$ cat src/rtl/output_ram_collector_pkg.sv
// Shared constants and FSM encoding for the output RAM collector.
// Storage is 8 words of 16 bits, addressed by 3 bits.
package output_ram_collector_pkg;

  localparam int DATA_W = 16;
  localparam int ADDR_W = 3;
  localparam int DEPTH  = 8;

  typedef enum logic [1:0] {
    ST_COLLECT = 2'd0,
    ST_DRAIN   = 2'd1,
    ST_DONE    = 2'd2
  } state_t;

endpackage

$ cat src/rtl/output_ram_collector_mem.sv
// collector_mem: 8x16 register file, one synchronous write port, two async read ports.
// Write lands at the clock edge; reads are combinational. No backpressure.
// A clear pulse zeroes every word except the one written in the same cycle.
module collector_mem
  import output_ram_collector_pkg::*;
(
  input  logic              clock,
  input  logic              reset,
  input  logic              we,
  input  logic              clr,
  input  logic [ADDR_W-1:0] waddr,
  input  logic [DATA_W-1:0] wdata,
  input  logic [ADDR_W-1:0] raddr_a,
  output logic [DATA_W-1:0] rdata_a,
  input  logic [ADDR_W-1:0] raddr_b,
  output logic [DATA_W-1:0] rdata_b
);

  logic [DATA_W-1:0] mem [DEPTH];

  always_ff @(posedge clock or posedge reset) begin
    if (reset) begin
      for (int i = 0; i < DEPTH; i++) mem[i] <= '0;
    end else begin
      for (int i = 0; i < DEPTH; i++) begin
        if (we && waddr == ADDR_W'(i)) mem[i] <= wdata;
        else if (clr)                  mem[i] <= '0;
      end
    end
  end

  assign rdata_a = mem[raddr_a];
  assign rdata_b = mem[raddr_b];

endmodule

$ cat src/rtl/output_ram_collector.sv
// Output-RAM responder: collects accelerator writes, then drains all words as a valid/ready stream.
// Host reads return one cycle later; drain is one word per cycle and holds while ready is low.
// Optional OUTPUT_RAM_COLLECTOR_OVERWRITE_DETECT_EN adds a sticky double-write flag.
module output_ram_collector #(
  parameter int DEPTH = 8
) (
  input  logic             clock,
  input  logic             reset,
  input  logic [2:0]       dut__dom__address,
  input  logic [15:0]      dut__dom__data,
  input  logic             dut__dom__enable,
  input  logic             dut__dom__write,
  output logic [15:0]      dom__dut__data,
  input  logic             dut__xxx__finish,
  output logic             col__xxx__valid,
  output logic [15:0]      col__xxx__data,
  output logic [2:0]       col__xxx__index,
  output logic             col__xxx__last,
  input  logic             xxx__col__ready,
  output logic             col__xxx__done,
  output logic [DEPTH-1:0] col__xxx__written_mask,
`ifdef OUTPUT_RAM_COLLECTOR_OVERWRITE_DETECT_EN
  output logic             col__xxx__overwrite_err,
`endif
  output logic             col__xxx__drop_err
);

  import output_ram_collector_pkg::*;

  state_t            state, state_nxt;
  logic [ADDR_W-1:0] idx, idx_nxt;
  logic [DEPTH-1:0]  mask, mask_nxt;
  logic              mem_we, mem_clr, drop_set;
  logic              wr_req, rd_req, last_idx;
  logic [DATA_W-1:0] host_rdata, drain_rdata;

  assign wr_req   = dut__dom__enable & dut__dom__write;
  assign rd_req   = dut__dom__enable & ~dut__dom__write;
  assign last_idx = (idx == ADDR_W'(DEPTH - 1));

  collector_mem u_mem (
    .clock   (clock),
    .reset   (reset),
    .we      (mem_we),
    .clr     (mem_clr),
    .waddr   (dut__dom__address),
    .wdata   (dut__dom__data),
    .raddr_a (dut__dom__address),
    .rdata_a (host_rdata),
    .raddr_b (idx),
    .rdata_b (drain_rdata)
  );

  always_ff @(posedge clock or posedge reset) begin
    if (reset) begin
      state <= ST_COLLECT;
      idx   <= '0;
      mask  <= '0;
    end else begin
      state <= state_nxt;
      idx   <= idx_nxt;
      mask  <= mask_nxt;
    end
  end

  always_comb begin
    state_nxt = state;
    idx_nxt   = idx;
    mask_nxt  = mask;
    mem_we    = 1'b0;
    mem_clr   = 1'b0;
    drop_set  = 1'b0;
    case (state)
      ST_COLLECT: begin
        // A same-cycle write still commits; the drain reads it from the next cycle on.
        if (wr_req) begin
          mem_we                       = 1'b1;
          mask_nxt[dut__dom__address]  = 1'b1;
        end
        if (dut__xxx__finish) begin
          state_nxt = ST_DRAIN;
          idx_nxt   = '0;
        end
      end
      ST_DRAIN: begin
        drop_set = wr_req;
        if (xxx__col__ready) begin
          if (last_idx) state_nxt = ST_DONE;
          else          idx_nxt   = idx + 1'b1;
        end
      end
      ST_DONE: begin
        // First write of a new round wipes the previous result set.
        if (wr_req) begin
          mem_we                      = 1'b1;
          mem_clr                     = 1'b1;
          mask_nxt                    = '0;
          mask_nxt[dut__dom__address] = 1'b1;
          state_nxt                   = ST_COLLECT;
        end
      end
      default: state_nxt = ST_COLLECT;
    endcase
  end

  always_ff @(posedge clock or posedge reset) begin
    if (reset) begin
      dom__dut__data     <= '0;
      col__xxx__drop_err <= 1'b0;
    end else begin
      if (rd_req)   dom__dut__data     <= host_rdata;
      if (drop_set) col__xxx__drop_err <= 1'b1;
    end
  end

`ifdef OUTPUT_RAM_COLLECTOR_OVERWRITE_DETECT_EN
  always_ff @(posedge clock or posedge reset) begin
    if (reset) col__xxx__overwrite_err <= 1'b0;
    else if (state == ST_COLLECT && wr_req && mask[dut__dom__address])
      col__xxx__overwrite_err <= 1'b1;
  end
`endif

  assign col__xxx__valid        = (state == ST_DRAIN);
  assign col__xxx__data         = drain_rdata;
  assign col__xxx__index        = idx;
  assign col__xxx__last         = col__xxx__valid & last_idx;
  assign col__xxx__done         = (state == ST_DONE);
  assign col__xxx__written_mask = mask;

endmodule
$ cat config.mk
export PLATFORM = sky130hd
export DESIGN_NAME = output_ram_collector
export DESIGN_NICKNAME = d
export VERILOG_FILES = /design/src/rtl/output_ram_collector_pkg.sv /design/src/rtl/output_ram_collector_mem.sv /design/src/rtl/output_ram_collector.sv
export SDC_FILE = /design/constraint.sdc
export NUM_CORES = 1
export LEC_CHECK = 0
export CORE_MARGIN = 2
export CORE_UTILIZATION = 49
export DETAILED_ROUTE_END_ITERATION = 10
export PLACE_DENSITY = 0.66
export SYNTH_ARGS = -nofsm -noshare
export SYNTH_HDL_FRONTEND = slang
export SYNTH_SLANG_ARGS = --single-unit
$ cat constraint.sdc
create_clock -name clock -period 15.2 [get_ports clock]
set_clock_uncertainty 0.05 [all_clocks]
set_input_delay 3.8 -clock clock [delete_from_list [all_inputs] [get_ports clock]]
set_output_delay 3.8 -clock clock [all_outputs]
set_load 0.03 [all_outputs]
### After elaboration in Yosys (flattened, before gate mapping)

Cells that the tools add are included.

| storage, ports and cells | value |
|---|---|
| register bits | 158 |
| input bits | 25 |
| word-level logic and storage cells | 99 |

| cells by class | value |
|---|---|
| add/sub/neg operators | 1 |
| $lt $le $gt $ge | 4 |
| equal/unequal tests | 16 |
| muxes and demuxes | 33 |
| bitwise logic cells | 7 |
| reductions and logical operators | 25 |

Operator list:

| cell | count |
|---|---|
| 16-bit two-way mux | 13 |
| 16-bit binary-select mux with 3-bit select | 2 |
| 2-bit nonzero test | 10 |
| 8-bit two-way mux | 2 |
| 8-bit one-hot mux with 2 select lines | 1 |
| 3-bit == test (second input constant) | 5 |
| 1-bit logical AND | 9 |
| 3-bit two-way mux | 3 |
| 4-bit greater-or-equal comparator (second input constant) | 2 |
| 2-bit two-way mux | 4 |
| 3-bit NOT with 4-bit output | 2 |
| 8-bit bitwise OR | 1 |
| 4-bit AND reduction | 2 |
| 3-bit by 2-bit == test with 1-bit output (second input constant) | 2 |
| 2-bit by 1-bit inequality test with 1-bit output (second input constant) | 3 |
| 2-bit inequality test (second input constant) | 3 |
| 2-bit one-hot mux with 3 select lines | 1 |
| 3-bit one-hot mux with 2 select lines | 1 |
| 1-bit two-way mux | 5 |
| 3-bit by 4-bit less-than comparator with 1-bit output (second input constant) | 1 |
| 3-bit by 1-bit adder with 3-bit output (second input constant) | 1 |
| 1-bit AND | 3 |
| 1-bit demux with 3-bit select | 1 |
| 3-bit by 1-bit == test with 1-bit output (second input constant) | 1 |
| other kinds (8) | 8 |

### Depth between registers and ports, before layout

| logic depth | value |
|---|---|
| word-level depth | 7 |
| depth in mapped cells | 7 |
| depth with buffers taken out | 5 |

### Hierarchy

Synthesis repeated with hierarchy kept, for this count alone.

| second synthesis, totals | value |
|---|---|
| cells, all modules | 622 |
| area total of the unflattened synthesis | 8878.5 um^2 |

Modules (own cells, without submodules):

| module | instances | cells an instance | area an instance (um^2) | seq. area each (um^2) |
|---|---|---|---|---|
| collector_mem | 1 | 537 | 7589.8 | 3203.1 |
| output_ram_collector | 1 | 85 | 1288.7 | 750.7 |

### Worst setup path after synthesis

Ideal clock, no wire load.

| timing | value |
|---|---|
| path kind | flip-flop to output port |
| start | register idx[0] (netlist: col__xxx__index[0]) |
| end | output port col__xxx__data[0] |
| arrival | 2.069 ns |
| required time | 11.350 ns |
| setup slack | 9.281 ns |
| stages on the path, launching flop included | 5 |
| buffers on the path | 2 |
| cell sequence | dfrtp_1 > clkbuf_1 > buf_2 > mux4_2 > mux2_2 |

| between the ends | value |
|---|---|
| longest elaborated chain between the ends | 4 |

Ends and longest elaborated chain:

| element | line | source |
|---|---|---|
| start, declared | output_ram_collector.sv:31 | `logic [ADDR_W-1:0] idx, idx_nxt;` |
| start signal, assigned | output_ram_collector.sv:61 | `idx <= idx_nxt;` |
| 3-bit NOT with 4-bit output (not written as such) | output_ram_collector_mem.sv:33 | `assign rdata_b = mem[raddr_b];` |
| 16-bit binary-select mux with 3-bit select | output_ram_collector_mem.sv:33 |  |
| 16-bit two-way mux (not written as such) (2 in series) | output_ram_collector_mem.sv:33 |  |
| end, declared | output_ram_collector.sv:16 | `output logic [15:0] col__xxx__data,` |

No other way between the ends. The select of a mux whose other input is x is not followed.

### Worst setup path after layout

| timing | value |
|---|---|
| start | register idx[0] (netlist: col__xxx__index[0]) |
| end | output port col__xxx__data[7] |

The elaborated chain is that of the path after synthesis.

==> impl_metrics.json <==
{
  "area.growth.synth_to_final_pct": 17.4,
  "cts_max_level": 4,
  "drt-total-wl_um": 21800,
  "p_comb_share_pct": 33.8,
  "fillers": 1322,
  "drt_first_iter_violations": 464,
  "synthCells": 712,
  "clockRootBuffer": "clkbuf_16",
  "period_share_pct": 46.0,
  "antenna_found_initial": 0,
  "drt_first_pass_iters": 5,
  "vias_per_cell": 5.99,
  "hold_class": "reg2reg",
  "hold_buffers": 0,
  "max_freq_mhz": 143,
  "cp-start-kind": "register",
  "cp_max_fo": 19,
  "status": "completed",
  "syn_nets": 739,
  "power.total_uw": 1630,
  "numCtsBuffers": 17,
  "ant_nets": 0,
  "rsz0062_at_grt": "false",
  "synth_warnings": 0,
  "path_clk_slew_ps": 70,
  "grt_first_pass_wirelength_um": 34300,
  "switching_share_pct": 34.2,
  "switchingPower_uw": 559,
  "start_util_pct": 50.3,
  "intPower_uw": 1080,
  "synth_cell_types": 32,
  "arrival_ps": 3140,
  "cp_slowest_stage_delay_ps": 770,
  "route.detailed.drc": 0,
  "netlist_area_sq_um": 8380,
  "wl_per_cell_um": 22.0,
  "worstPathRequired_ps": 11350,
  "diodes": 0,
  "grt_pass1_vias": 5978,
  "cellPowerDensity_nw_per_um2": 166,
  "grtUsageTotal_pct": 24.9,
  "drive_above_1_share_pct": 17.5,
  "dieWidth_um": 135,
  "dp_hpwl_um": 12900,
  "grt-ovfl-total": 0,
  "setup_violations": 0,
  "tns_ps": 0,
  "avgSynthCellArea_sq_um": 11.8,
  "gp_congestion": 0.769,
  "irDropWorstVdd_mv": 0.107,
  "grt_max_degree": 103,
  "yosysSeqAreaShare_pct": 47.2,
  "clock_sinks": 158,
  "drv_slew": 0,
  "cts_tree": "done",
  "crit_slowest_cell": "dfrtp_2",
  "fin_crit_ps": 6990,
  "cts_buffer_depth": 2,
  "cts_setup_buffers": 0,
  "synth-seq-cells": 158,
  "via_count": 5931,
  "seq_power_share_pct": 39.3,
  "io_buffers": 71,
  "worstSetupPathType": "reg2out",
  "die_height_um": 135,
  "num_rows": 47,
  "dieArea_sq_um": 18200,
  "core_sq_um": 16600,
  "p_leak_uw": 0.00447,
  "ios": 72,
  "worstPathCellList": "buf_4 -> mux4_2 -> mux2_2 -> clkdlybuf4s50_1",
  "drv_cap": 0,
  "multi_input_area_sq_um": 4140,
  "insertion_delay_ps": 430,
  "layout.nets": 784,
  "register_area_sq_um": 3960,
  "worst_slew_pin_slew_ps": 1180,
  "endpoint_kind": "primary output",
  "hold_violations": 0,
  "p_clk_share_pct": 26.9,
  "cts_resized": 0,
  "relSlewSlack_pct": 21.1
}
power by group through the flow:
stage / clock (uW) / sequential [uW] / combinational, uW
2_1_floorplan: 0 / 641 / 371
3_3_place_gp: 0 / 637 / 539
3_5_place_dp: 0 / 644 / 554
4_1_cts: 445 / 640 / 557
5_1_grt: 462 / 658 / 593
6_report: 439 / 642 / 553
final timing paths:
kind	cells after the start	startpoint	slack, ps	end
min	1	col__xxx__drop_err	420	col__xxx__drop_err
max reg2reg	4	state[0]	12720	u_mem.mem[50]
min in group asynchronous	2	reset	3890	col__xxx__written_mask[6]
min reg2reg	1	col__xxx__drop_err	420	col__xxx__drop_err
max in group asynchronous	3	reset	9870	dom__dut__data[8]
max	4	col__xxx__index[0]	8210	col__xxx__data[7]
layer usage:
layer  track usage, %  vias up  routed length [um]
met5                0        -                   0
met4             7.37        0                 427
met3             4.73       36                 946
met2             41.3      187               10800
met1             33.5     3065                9640
li1                 -     2643                   -
cells in the final DEF (no fill, tap or decap), drive strengths merged, types with 2 or more instances in the layout:
cell	n
a21o	6
a22o	21
buf	12
bufinv	2
clkbuf	24
clkdlybuf4s50	70
clkinv	4
dfrtp	158
ha	2
inv	18
mux2	49
mux2i	160
mux4	32
nand2	151
nand2b	4
nand3b	2
nor2	5
nor2b	4
nor3	2
o22ai	16
o31ai	16
or4b	2
synth_stat cells (all sizes together):
cell	instances	area share (%)
a32o	1	0.12
a22o	21	2.2
mux2	49	6.6
nand4b	1	0.10
dfrtp	158	47
a21o	6	0.54
buf	28	1.8
o21bai	1	0.090
or3b	1	0.10
o31ai	16	1.4
or4b	2	0.28
clkbuf	28	1.3
nor2b	4	0.30
nor2	5	0.28
mux2i	160	19
mux4	32	8.6
ha	2	0.30
o22ai	16	1.2
nand2b	4	0.30
nand3	1	0.060
and2	1	0.075
a31o	1	0.10
nor3b	1	0.090
a31oi	1	0.075
nand3b	2	0.18
nand2	151	6.8
inv	17	0.76
nor3	2	0.12
area by class of cell:
class                           instances  area share (%)
Inverter                               17           0.700
Timing Repair Buffer                   82            8.04
Clock inverter                          8            1.06
Multi-Input combinational cell        481            42.1
Tap cell                              220            2.80
Sequential cell                       158            40.2
Clock buffer                           24            5.10
state kept, by name, summed over array words and instances (netlist names):
name and count:
col__xxx__drop_err 1, col__xxx__index 3, col__xxx__written_mask 8, dom__dut__data 16, state 2, u_mem.mem 128
stage by stage:
step,area [sq um],utilization [%],hold WS (ps),setup slack (ps),std cells
3_3_place_gp,9230,55.5,407,8640,958
6_report,9830,59.1,425,8210,990
2_1_floorplan,8380,-,458,7090,712
4_1_cts,9830,59.1,433,8150,990
5_1_grt,9830,59.1,457,8040,990
3_5_place_dp,9230,55.5,415,8630,958
critical path: cells and delay by family (launching register included):
kind | cells | cell delay (ps)
multiplexers | 2 | 850
buffers and inverters | 2 | 1070
flip-flops | 1 | 770
kinds of logic after synthesis:
group                    count (synthesis)  synth area share, %
AND/OR/NAND/NOR                        175                 8.66
AO/OA/AOI/OAI                           63                 5.75
multiplexers                           241                 34.3
buffers and inverters                   73                 3.81
flip-flops                             158                 47.2
adder cells (fa/ha/maj)                  2                0.299
No activity file was read; power rests on OpenSTA's default activity.
